==> src/rtl/rs_syndrome_sched_if.sv <==
// Bundle between the two codeword requesters, the shared syndrome unit,
// the downstream result consumer and the optional error counters.
interface rs_syndrome_sched_if #(
   parameter int N            = 18,
   parameter int SYMBOL_WIDTH = 8,
   parameter int CNT_WIDTH    = 16
);
   logic                           req0_valid;
   logic                           req0_ready;
   logic [N*SYMBOL_WIDTH-1:0]      req0_data;
   logic                           req1_valid;
   logic                           req1_ready;
   logic [N*SYMBOL_WIDTH-1:0]      req1_data;
   logic [N*SYMBOL_WIDTH-1:0]      syn_v;
   logic [SYMBOL_WIDTH-1:0]        syn_s1;
   logic [SYMBOL_WIDTH-1:0]        syn_s2;
   logic                           out_valid;
   logic                           out_ready;
   logic                           out_id;
   logic [SYMBOL_WIDTH-1:0]        out_s1;
   logic [SYMBOL_WIDTH-1:0]        out_s2;
   logic                           out_err;
   logic                           cnt_clr;
   logic [CNT_WIDTH-1:0]           err_cnt0;
   logic [CNT_WIDTH-1:0]           err_cnt1;

   modport slave (
      input  req0_valid, req0_data, req1_valid, req1_data,
      input  syn_s1, syn_s2, out_ready, cnt_clr,
      output req0_ready, req1_ready, syn_v,
      output out_valid, out_id, out_s1, out_s2, out_err, err_cnt0, err_cnt1
   );

   modport master (
      output req0_valid, req0_data, req1_valid, req1_data,
      output syn_s1, syn_s2, out_ready, cnt_clr,
      input  req0_ready, req1_ready, syn_v,
      input  out_valid, out_id, out_s1, out_s2, out_err, err_cnt0, err_cnt1
   );
endinterface

==> src/rtl/rs_syndrome_sched.sv <==
// Two-requester arbiter onto a shared combinational RS(18,16) syndrome unit with a
// one-deep registered result stage. Define RS_SYND_STATS_EN for per-requester error counters.
module rs_syndrome_sched #(
   parameter int N            = 18,
   parameter int SYMBOL_WIDTH = 8,
   parameter int CNT_WIDTH    = 16
) (
   input logic                clk,
   input logic                rst,
   rs_syndrome_sched_if.slave bus
);
   localparam int CW = N * SYMBOL_WIDTH;

   typedef enum logic {ST_EMPTY = 1'b0, ST_FULL = 1'b1} state_t;

   state_t                  r_state;
   logic                    r_ptr;
   logic                    r_out_id;
   logic                    r_out_err;
   logic [SYMBOL_WIDTH-1:0] r_out_s1;
   logic [SYMBOL_WIDTH-1:0] r_out_s2;

   logic [1:0]              w_req_valid;
   logic [1:0][CW-1:0]      w_req_data;
   logic                    w_can_accept;
   logic                    w_gnt;
   logic                    w_accept;
   logic                    w_syn_err;

   assign w_req_valid = {bus.req1_valid, bus.req0_valid};
   assign w_req_data  = {bus.req1_data, bus.req0_data};

   // out_ready feeds reqX_ready combinationally so a draining result never costs a bubble
   assign w_can_accept = ~rst & ((r_state == ST_EMPTY) | bus.out_ready);

   always_comb begin
      w_gnt = r_ptr;
      if (w_req_valid == 2'b01)      w_gnt = 1'b0;
      else if (w_req_valid == 2'b10) w_gnt = 1'b1;
   end

   assign w_accept       = w_can_accept & w_req_valid[w_gnt];
   assign w_syn_err      = |(bus.syn_s1 | bus.syn_s2);
   assign bus.syn_v      = w_req_data[w_gnt];
   assign bus.req0_ready = w_can_accept & ~w_gnt;
   assign bus.req1_ready = w_can_accept & w_gnt;

   always_ff @(posedge clk or posedge rst) begin
      if (rst) begin
         r_state   <= ST_EMPTY;
         r_ptr     <= 1'b0;
         r_out_id  <= 1'b0;
         r_out_s1  <= '0;
         r_out_s2  <= '0;
         r_out_err <= 1'b0;
      end else begin
         if (w_accept) begin
            r_out_s1  <= bus.syn_s1;
            r_out_s2  <= bus.syn_s2;
            r_out_id  <= w_gnt;
            r_out_err <= w_syn_err;
            r_ptr     <= ~w_gnt;
         end
         case (r_state)
            ST_EMPTY: if (w_accept) r_state <= ST_FULL;
            ST_FULL:  if (!w_accept && bus.out_ready) r_state <= ST_EMPTY;
            default:  r_state <= ST_EMPTY;
         endcase
      end
   end

   assign bus.out_valid = (r_state == ST_FULL);
   assign bus.out_id    = r_out_id;
   assign bus.out_s1    = r_out_s1;
   assign bus.out_s2    = r_out_s2;
   assign bus.out_err   = r_out_err;

`ifdef RS_SYND_STATS_EN
   logic [CNT_WIDTH-1:0] r_err_cnt0;
   logic [CNT_WIDTH-1:0] r_err_cnt1;

   // clear wins over a same-cycle increment; counters stick at all-ones
   always_ff @(posedge clk or posedge rst) begin
      if (rst) begin
         r_err_cnt0 <= '0;
         r_err_cnt1 <= '0;
      end else if (bus.cnt_clr) begin
         r_err_cnt0 <= '0;
         r_err_cnt1 <= '0;
      end else if (w_accept && w_syn_err) begin
         if (!w_gnt && (r_err_cnt0 != '1)) r_err_cnt0 <= r_err_cnt0 + 1'b1;
         if (w_gnt && (r_err_cnt1 != '1))  r_err_cnt1 <= r_err_cnt1 + 1'b1;
      end
   end

   assign bus.err_cnt0 = r_err_cnt0;
   assign bus.err_cnt1 = r_err_cnt1;
`else
   logic w_unused_cnt_clr;
   assign w_unused_cnt_clr = bus.cnt_clr;
   assign bus.err_cnt0     = {CNT_WIDTH{1'b0}};
   assign bus.err_cnt1     = {CNT_WIDTH{1'b0}};
`endif
endmodule
==> src/flat_wrapper.sv <==
// flat-port wrapper written by rule: the top's interface ports become plain ports
module rs_syndrome_sched_flat 
#(
   parameter int N            = 18,
   parameter int SYMBOL_WIDTH = 8,
   parameter int CNT_WIDTH    = 16
)
  (clk, rst, bus_req0_valid, bus_req0_data, bus_req1_valid, bus_req1_data, bus_syn_s1, bus_syn_s2, bus_out_ready, bus_cnt_clr, bus_req0_ready, bus_req1_ready, bus_syn_v, bus_out_valid, bus_out_id, bus_out_s1, bus_out_s2, bus_out_err, bus_err_cnt0, bus_err_cnt1);
  rs_syndrome_sched_if #(.N(N), .SYMBOL_WIDTH(SYMBOL_WIDTH), .CNT_WIDTH(CNT_WIDTH)) bus_i ();
  input logic clk;
  input logic rst;
  input wire logic [$bits(bus_i.req0_valid)-1:0] bus_req0_valid;
  input wire logic [$bits(bus_i.req0_data)-1:0] bus_req0_data;
  input wire logic [$bits(bus_i.req1_valid)-1:0] bus_req1_valid;
  input wire logic [$bits(bus_i.req1_data)-1:0] bus_req1_data;
  input wire logic [$bits(bus_i.syn_s1)-1:0] bus_syn_s1;
  input wire logic [$bits(bus_i.syn_s2)-1:0] bus_syn_s2;
  input wire logic [$bits(bus_i.out_ready)-1:0] bus_out_ready;
  input wire logic [$bits(bus_i.cnt_clr)-1:0] bus_cnt_clr;
  output wire logic [$bits(bus_i.req0_ready)-1:0] bus_req0_ready;
  output wire logic [$bits(bus_i.req1_ready)-1:0] bus_req1_ready;
  output wire logic [$bits(bus_i.syn_v)-1:0] bus_syn_v;
  output wire logic [$bits(bus_i.out_valid)-1:0] bus_out_valid;
  output wire logic [$bits(bus_i.out_id)-1:0] bus_out_id;
  output wire logic [$bits(bus_i.out_s1)-1:0] bus_out_s1;
  output wire logic [$bits(bus_i.out_s2)-1:0] bus_out_s2;
  output wire logic [$bits(bus_i.out_err)-1:0] bus_out_err;
  output wire logic [$bits(bus_i.err_cnt0)-1:0] bus_err_cnt0;
  output wire logic [$bits(bus_i.err_cnt1)-1:0] bus_err_cnt1;
  assign bus_i.req0_valid = bus_req0_valid;
  assign bus_i.req0_data = bus_req0_data;
  assign bus_i.req1_valid = bus_req1_valid;
  assign bus_i.req1_data = bus_req1_data;
  assign bus_i.syn_s1 = bus_syn_s1;
  assign bus_i.syn_s2 = bus_syn_s2;
  assign bus_i.out_ready = bus_out_ready;
  assign bus_i.cnt_clr = bus_cnt_clr;
  assign bus_req0_ready = bus_i.req0_ready;
  assign bus_req1_ready = bus_i.req1_ready;
  assign bus_syn_v = bus_i.syn_v;
  assign bus_out_valid = bus_i.out_valid;
  assign bus_out_id = bus_i.out_id;
  assign bus_out_s1 = bus_i.out_s1;
  assign bus_out_s2 = bus_i.out_s2;
  assign bus_out_err = bus_i.out_err;
  assign bus_err_cnt0 = bus_i.err_cnt0;
  assign bus_err_cnt1 = bus_i.err_cnt1;
  rs_syndrome_sched #(.N(N), .SYMBOL_WIDTH(SYMBOL_WIDTH), .CNT_WIDTH(CNT_WIDTH)) u_core (.clk(clk), .rst(rst), .bus(bus_i));
endmodule
==> config.mk <==
export PLATFORM = sky130hd
export DESIGN_NAME = rs_syndrome_sched_flat
export DESIGN_NICKNAME = d
export VERILOG_FILES = /design/src/rtl/rs_syndrome_sched_if.sv /design/src/rtl/rs_syndrome_sched.sv /design/src/flat_wrapper.sv
export SDC_FILE = /design/constraint.sdc
export NUM_CORES = 1
export LEC_CHECK = 0
export BUFFER_PORTS_ARGS = -buffer_cell sky130_fd_sc_hd__buf_4
export CAP_MARGIN = 10
export CORE_AREA = 2 2 194 196
export CTS_CLUSTER_DIAMETER = 60
export DETAILED_ROUTE_END_ITERATION = 7
export DIE_AREA = 0 0 196 198
export GPL_TIMING_DRIVEN = 0
export MAX_ROUTING_LAYER = met4
export PLACE_DENSITY = 0.34
export SYNTH_ARGS = -nofsm -noshare
export SYNTH_HDL_FRONTEND = slang
export SYNTH_SLANG_ARGS = --single-unit
==> constraint.sdc <==
create_clock -name clk -period 3.1 [get_ports clk]
set_input_delay 0.155 -clock clk [delete_from_list [all_inputs] [get_ports clk]]
set_output_delay 0.155 -clock clk [all_outputs]
set_load 0.02 [all_outputs]
==> flow_summary.json, run 1 <==
{
  "ctsResizeCount": 0,
  "cts_buffers": 3,
  "synthTopCellsByArea": "mux2_4 (45%), mux2_2 (21%), dfrtp_1 (15%)",
  "start_util_pct": 9.06,
  "syn_avg_cell_area_um2": 13.3,
  "crit_slowest_cell": "dfrtp_1",
  "rows": 71,
  "cp_common_cell": "buf_12",
  "cp.buffers_inverters": 3,
  "setup_tns_ps": 0,
  "crit_path_cell_trace": "nor2_2 -> o21ai_4 -> buf_12 -> buf_12 -> mux2_4 -> buf_4",
  "grt_max_degree": 23,
  "crit_type": "flop to output pin",
  "cp_max_fo": 10,
  "peakVddDrop_mv": 0.265,
  "gp_congestion": 0.738,
  "cts-root-buf": "clkbuf_16",
  "routed_wl_um": 21800,
  "drive_above_1_share_pct": 90.9,
  "synth_common_cells": "mux2_4 (100), mux2_2 (61), buf_4 (34)",
  "vias": 3844,
  "final_nets": 1070,
  "drtIter0Drc": 65,
  "outcome": "completed",
  "die_height_um": 198,
  "end_kind": "output pin",
  "grt_pass1_vias": 3930,
  "synth_top_area_share_pct": 44.8,
  "crit_family": "buffers and inverters",
  "fin_crit_sh_pct": 65.7,
  "portBuffers": 473,
  "first_pass_iters": 4,
  "cts_tree": "done",
  "cts_max_level": 1,
  "powerDensity_nw_per_um2": 419,
  "min-delay-path-class": "input pin to asynchronous set/reset pin",
  "die-area_um2": 38800,
  "post-cts-setup-buffers": 0,
  "synth-seq-cells": 20,
  "pin_count": 507,
  "p_leak_uw": 0.00408,
  "finalPower_uw": 3230,
  "clockBufferDepth": 2,
  "syn_inst": 251,
  "viasPerCell": 3.12,
  "period_needed_ps": 2040,
  "area_delta_synth_final_pct": 130,
  "synth_cell_types": 20,
  "track_usage_pct": 10.2,
  "relSlewSlack_pct": 42.2,
  "wire_per_inst_um": 17.6,
  "rsz0062_at_grt": "false",
  "syn-cell-area_um2": 3350,
  "synth-main-ff-cell": "dfrtp_1",
  "cp-start-kind": "flop",
  "yosysWarnings": 0,
  "synthArstFlopShare_pct": 100,
  "coreArea_um2": 37000,
  "clk_pin_slew_worst_paths_ps": 60,
  "grt.overflow.total": 0,
  "grt_pass1_wl_um": 28200,
  "synth-edff-count": 0,
  "yosysSeqAreaShare_pct": 14.9,
  "cts.sinks": 20,
  "synth_top_cell_by_area": "mux2_4",
  "clock_latency_ps": 250,
  "antenna_found_initial": 1,
  "yosysMostFrequentCell": "mux2_4",
  "final_antenna_net_count": 0,
  "timing.clock.skew_ps": 1.28,
  "slew_viol_final": 0,
  "cts_hold_buf": 0,
  "tightest_slew_ps": 866,
  "post-route-drc-count": 0,
  "dpl.hpwl_um": 19500,
  "final-hold-violation-count": 0,
  "fmax_mhz": 491,
  "crit_arrival_ps": 1880,
  "maxCapViolCount": 0,
  "max_stage_delay_ps": 380,
  "die_w_um": 196,
  "finalSetupViolations": 0,
  "required_ps": 2940
}
cells in the final DEF, fill, tap and decap left out:
cell type  instances
buf_12            11
buf_4            507
buf_6              5
clkbuf_16          3
clkbuf_8           1
conb_1            32
dfrtp_1           20
diode_2            1
inv_1              2
mux2_1             1
mux2_2            61
mux2_4           100
mux2i_1            1
nand2_1            2
nand2b_1           1
nand4_1            1
nor2_1             2
nor2_2             1
nor2b_1            1
nor4_1             4
o211a_1            1
o21ai_0            1
o21ai_4            1
registers in the layout (all words and copies together), names as in the netlist:
name	flops
u_core.bus.out_s1	8
u_core.bus.out_s2	8
u_core.bus.out_err	1
u_core.bus.out_id	1
u_core.bus.out_valid	1
u_core.r_ptr	1
worst register-to-register path: cells and delay by family (launching register included):
kind | cells | cell delay [ps]
AOI/OAI and AO/OA | 1 | 170
buffers and inverters | 2 | 340
DFF | 1 | 390
muxes | 1 | 350
and+or+nand+nor | 1 | 130
worst paths after layout:
| check | slack, ps | start | endpoint | cells after the start |
|---|---|---|---|---|
| min in group clk | 100 | rst | u_core.bus.out_valid$_DFF_PP0_ | 2 |
| max | 1060 | u_core.r_ptr$_DFFE_PP0P_ | bus_syn_v[73] | 6 |
| min reg2reg | 510 | u_core.bus.out_s1[4]$_DFFE_PP0P_ | u_core.bus.out_s1[4]$_DFFE_PP0P_ | 1 |
| max in group asynchronous | 2470 | rst | u_core.bus.out_s2[5]$_DFFE_PP0P_ | 2 |
| max reg2reg | 1600 | u_core.bus.out_valid$_DFF_PP0_ | u_core.bus.out_s2[1]$_DFFE_PP0P_ | 5 |
| min | 100 | rst | u_core.bus.out_s1[4]$_DFFE_PP0P_ | 2 |
power by group:
part | internal, µW | total, µW | leakage, µW | switching, µW
sequential | 309 | 338 | 0.000231 | 28.5
combinational | 1400 | 2600 | 0.00381 | 1200
clock | 197 | 292 | 0.0000442 | 95.9
layout make-up:
type	count	area, µm²
sequential	20	500
inverter	2	7.51
timing repair buffer	473	3550
antenna	1	2.50
multi-input combinational	210	2430
buffer	50	532
tap	474	593
clock buffer	4	88.8
fill	4100	29300
metal layers:
| layer | share of wire, % | routed length, µm | track usage, % | up-vias |
|---|---|---|---|---|
| li1 | - | - | - | 1869 |
| met3 | 8.6 | 1880 | 2.33 | 6 |
| met1 | 37 | 7970 | 11.0 | 1726 |
| met2 | 54 | 11800 | 19.5 | 243 |
| met4 | 0.72 | 156 | 1.09 | 0 |
| met5 | 0 | 0 | - | - |
cells by family after synthesis:
kind of cell	Yosys count	synth area share, %
AOI/OAI and AO/OA	3	0.934
DFF	20	14.9
muxes	163	66.0
and+or+nand+nor	12	1.94
other	1	0.112
buffers and inverters	52	16.1
stage by stage:
step	area (µm²)	hold slack [ps]	util (%)	cells	setup slack, ps
global placement	7610	363	20.6	1229	977
detailed placement	7610	379	20.6	1229	1030
finish	7700	96.0	20.8	1234	1060
global route	7700	118	20.8	1234	958
floorplan	3470	136	-	282	1520
CTS	7700	99.3	20.8	1233	993
No activity file was read; power rests on OpenSTA's default activity.
==> run 2, diff against run 1 <==
--- a/config.mk
+++ b/config.mk
@@ -5,15 +5,16 @@
 export SDC_FILE = /design/constraint.sdc
 export NUM_CORES = 1
 export LEC_CHECK = 0
+export ABC_AREA = 1
 export BUFFER_PORTS_ARGS = -buffer_cell sky130_fd_sc_hd__buf_4
 export CAP_MARGIN = 10
-export CORE_AREA = 2 2 194 196
+export CORE_AREA = 2 2 196 198
 export CTS_CLUSTER_DIAMETER = 60
 export DETAILED_ROUTE_END_ITERATION = 7
-export DIE_AREA = 0 0 196 198
+export DIE_AREA = 0 0 198 200
 export GPL_TIMING_DRIVEN = 0
 export MAX_ROUTING_LAYER = met4
-export PLACE_DENSITY = 0.34
+export PLACE_DENSITY = 0.33
 export SYNTH_ARGS = -nofsm -noshare
 export SYNTH_HDL_FRONTEND = slang
 export SYNTH_SLANG_ARGS = --single-unit
==> constraint.sdc (replaced) <==
create_clock -name clk -period 2 [get_ports clk]
set_input_delay 0.1 -clock clk [delete_from_list [all_inputs] [get_ports clk]]
set_output_delay 0.1 -clock clk [all_outputs]
set_load 0.02 [all_outputs]
==> run 2 against run 1 <==
  * Design area fell by 0.57%
  * First-iteration DRC count rose by 66%
  * Register-to-register slack got worse by 970 ps
  * Global-route usage rose by 0.73 points
  * Critical path type unchanged
  * Largest cell class unchanged
  * Via count rose by 37%
  * Setup slack got worse by 910 ps
  * Non-clock buffer count rose by 19
  * Sequential share of layout area barely moved
  * Hold slack got worse by 38 ps
  * Clock-buffer cell count did not move
  * Clock power rose by 57%
  * Synthesized area fell by 3.6%
  * Largest power group unchanged
==> flow_summary.json, run 2 <==
{
  "outcome": "completed",
  "syn_inst": 605,
  "clock_latency_ps": 250,
  "wire_per_inst_um": 14.3,
  "final_antenna_net_count": 0,
  "start_util_pct": 8.63,
  "antennaDiodeCount": 0,
  "post-route-drc-count": 0,
  "power.switching_uw": 2140,
  "final_common_cell": "buf_4",
  "crit_type": "flop to output pin",
  "dpl.hpwl_um": 20200,
  "register_area_um2": 500,
  "slew_viol_final": 0,
  "synth_top_cell_by_area": "nand2_1",
  "first_pass_iters": 4,
  "maxCapViolCount": 0,
  "area_delta_synth_final_pct": 137,
  "pwr-share-clk_pct": 10.3,
  "instances_no_fill": 1626,
  "cp-start-kind": "flop",
  "pin_count": 507,
  "synth_top_area_share_pct": 49.5,
  "synthMuxAreaShare_pct": 0,
  "syn-cell-area_um2": 3230,
  "post-place-cells": 1620,
  "synth_cell_types": 16,
  "r2r_start": "u_core.bus.out_valid$_DFF_PP0_",
  "finalPower_uw": 4430,
  "r2r_slack_ps": 630,
  "cts_buffers": 3,
  "yosysWarnings": 0,
  "cts.sinks": 20,
  "most-common-layout-cells": "buf_4 (519), nand2_1 (426), nand2_2 (69)",
  "die_height_um": 200,
  "end_kind": "output pin",
  "max_stage_delay_ps": 390,
  "coreArea_um2": 37400,
  "grt.overflow.total": 0,
  "internal_power_uw": 2290,
  "syn_avg_cell_area_um2": 5.34,
  "min_from": "bus_syn_s1[1]",
  "synth-edff-count": 0,
  "p_sw_share_pct": 48.3,
  "seq_power_share_pct": 11.6,
  "final_nets": 1426,
  "synth_compound_area_share_pct": 0.310,
  "synth_xor_area_share_pct": 0,
  "die_w_um": 198,
  "clockBufferDepth": 2,
  "antenna_found_initial": 0,
  "rows": 71,
  "cp.buffers_inverters": 3,
  "clk_pin_slew_worst_paths_ps": 60,
  "grt_pass1_wl_um": 32100,
  "place_ws_ps": -78.5,
  "period_needed_ps": 1840,
  "min-delay-path-class": "input pin to flop",
  "yosysSeqAreaShare_pct": 15.5,
  "portBuffers": 473,
  "crit_path_cell_trace": "or2_4 -> nand2_4 -> buf_6 -> buf_4 -> nand2_1 -> nand2_1 -> buf_4",
  "post-cts-setup-buffers": 0,
  "fmax_mhz": 543,
  "synth_top_family_by_area": "simple AND/OR/NAND/NOR gates",
  "synth_common_cells": "nand2_1 (426), nand2_2 (69), buf_4 (46)",
  "crit_slowest_cell": "dfrtp_1",
  "multi_input_area_um2": 2240,
  "synthAdderAreaFrac_pct": 0,
  "drive_above_1_share_pct": 55.7,
  "cts_tree": "done",
  "routed_wl_um": 23200,
  "cts-root-buf": "clkbuf_16",
  "track_usage_pct": 10.9,
  "p_leak_uw": 0.00458,
  "synthArstFlopShare_pct": 100,
  "finalSetupViolations": 0,
  "power_frac_comb_pct": 78.1,
  "synthTopCellsByArea": "nand2_1 (50%), dfrtp_1 (16%), nand2_2 (13%)",
  "gp_congestion": 0.741,
  "fin_crit_sh_pct": 92.1,
  "synth-simple-area-share_pct": 65.5,
  "crit_family": "buffers and inverters",
  "grt_pass1_vias": 5343,
  "peakVddDrop_mv": 0.293,
  "fillers": 4314,
  "crit_arrival_ps": 1740,
  "r2r-end": "u_core.bus.out_s1[2]$_DFFE_PP0P_",
  "synth-main-ff-cell": "dfrtp_1",
  "viasPerCell": 3.23,
  "final-hold-violation-count": 0,
  "place_area_um2": 7530,
  "rsz0062_at_grt": "false",
  "powerDensity_nw_per_um2": 579,
  "drtIter0Drc": 108,
  "cts_max_level": 1,
  "yosysMostFrequentCell": "nand2_1",
  "reg2reg_depth": 7,
  "vias": 5260,
  "setup_tns_ps": 0,
  "required_ps": 1900,
  "die-area_um2": 39600,
  "grt_max_degree": 22,
  "fin_area_um2": 7660,
  "fin_ws_ps": 157,
  "timing.clock.skew_ps": 2.41,
  "holdPathStages": 3,
  "cp_max_fo": 10,
  "hold-path-endpoint": "u_core.bus.out_s1[1]$_DFFE_PP0P_",
  "synth-seq-cells": 20
}
==> run 2: changes by cell type after synthesis, moves of 11 or more <==
cell	before	now
buf_12	11	0
buf_4	34	46
mux2_2	61	0
mux2_4	100	0
nand2_1	2	426
nand2_2	0	69
==> run 2: worst max path at each step <==
stage	startpoint	endpoint	slack (ps)	cells past startpoint
final	u_core.r_ptr$_DFFE_PP0P_	bus_syn_v[53]	160	7
after detailed placement	rst	u_core.bus.out_err$_DFFE_PP0P_	-80	8
after global placement	rst	u_core.bus.out_s1[6]$_DFFE_PP0P_	-140	8
after CTS	u_core.r_ptr$_DFFE_PP0P_	bus_syn_v[139]	80	7
after floorplan	rst	u_core.bus.out_err$_DFFE_PP0P_	580	7
after global routing	u_core.r_ptr$_DFFE_PP0P_	bus_syn_v[136]	40	7
==> run 2: worst register-to-register path, delay by kind of cell, from the launching register on <==
| family | cells | cell delay [ps] |
|---|---|---|
| buffers and inverters | 2 | 290 |
| DFF | 1 | 390 |
| and+or+nand+nor | 5 | 590 |
==> run 2: timing repair <==
| item | CTS | global route |
|---|---|---|
| hold buffers | 0 | 2 |
| gates resized for setup | 0 | 1 |
| endpoints found under the hold margin | 0 | 20 |
| setup endpoints to repair | 0 | 2 |
==> run 2: per-stage QoR <==
| step | util (%) | hold slack (ps) |
|---|---|---|
| after floorplan | - | 72.3 |
| after global placement | 20.1 | 316 |
| after detailed placement | 20.1 | 316 |
| after CTS | 20.4 | 52.6 |
| after global routing | 20.5 | 62.5 |
| final | 20.5 | 57.6 |
==> run 2: cell type report <==
class | instances | share of cell area, %
Multi-Input combinational cell | 545 | 29.3
Tap cell | 511 | 8.35
Inverter | 4 | 0.245
Sequential cell | 20 | 6.54
Clock buffer | 4 | 1.16
Timing Repair Buffer | 475 | 46.8
Buffer | 67 | 7.65
==> run 2: cells by family after synthesis <==
| group | after synthesis |
|---|---|
| AOI/OAI and AO/OA | 2 |
| buffers and inverters | 71 |
| DFF | 20 |
| other | 1 |
| and+or+nand+nor | 511 |
==> run 2: routing by layer <==
layer | GRT usage [%] | wire length [µm] | up-vias
li1 | - | - | 2734
met1 | 12.6 | 9160 | 2272
met2 | 20.3 | 12100 | 248
met3 | 2.15 | 1900 | 6
met4 | 0.752 | 74 | 0
met5 | - | 0 | -
==> run 2: power groups by stage <==
stage                     Clock (µW)  Combinational, µW  Sequential [µW]
after floorplan                    0               1700              592
after global placement             0               3550              516
after detailed placement           0               3530              517
after CTS                        471               3540              514
after global routing             488               3770              524
final                            458               3460              514
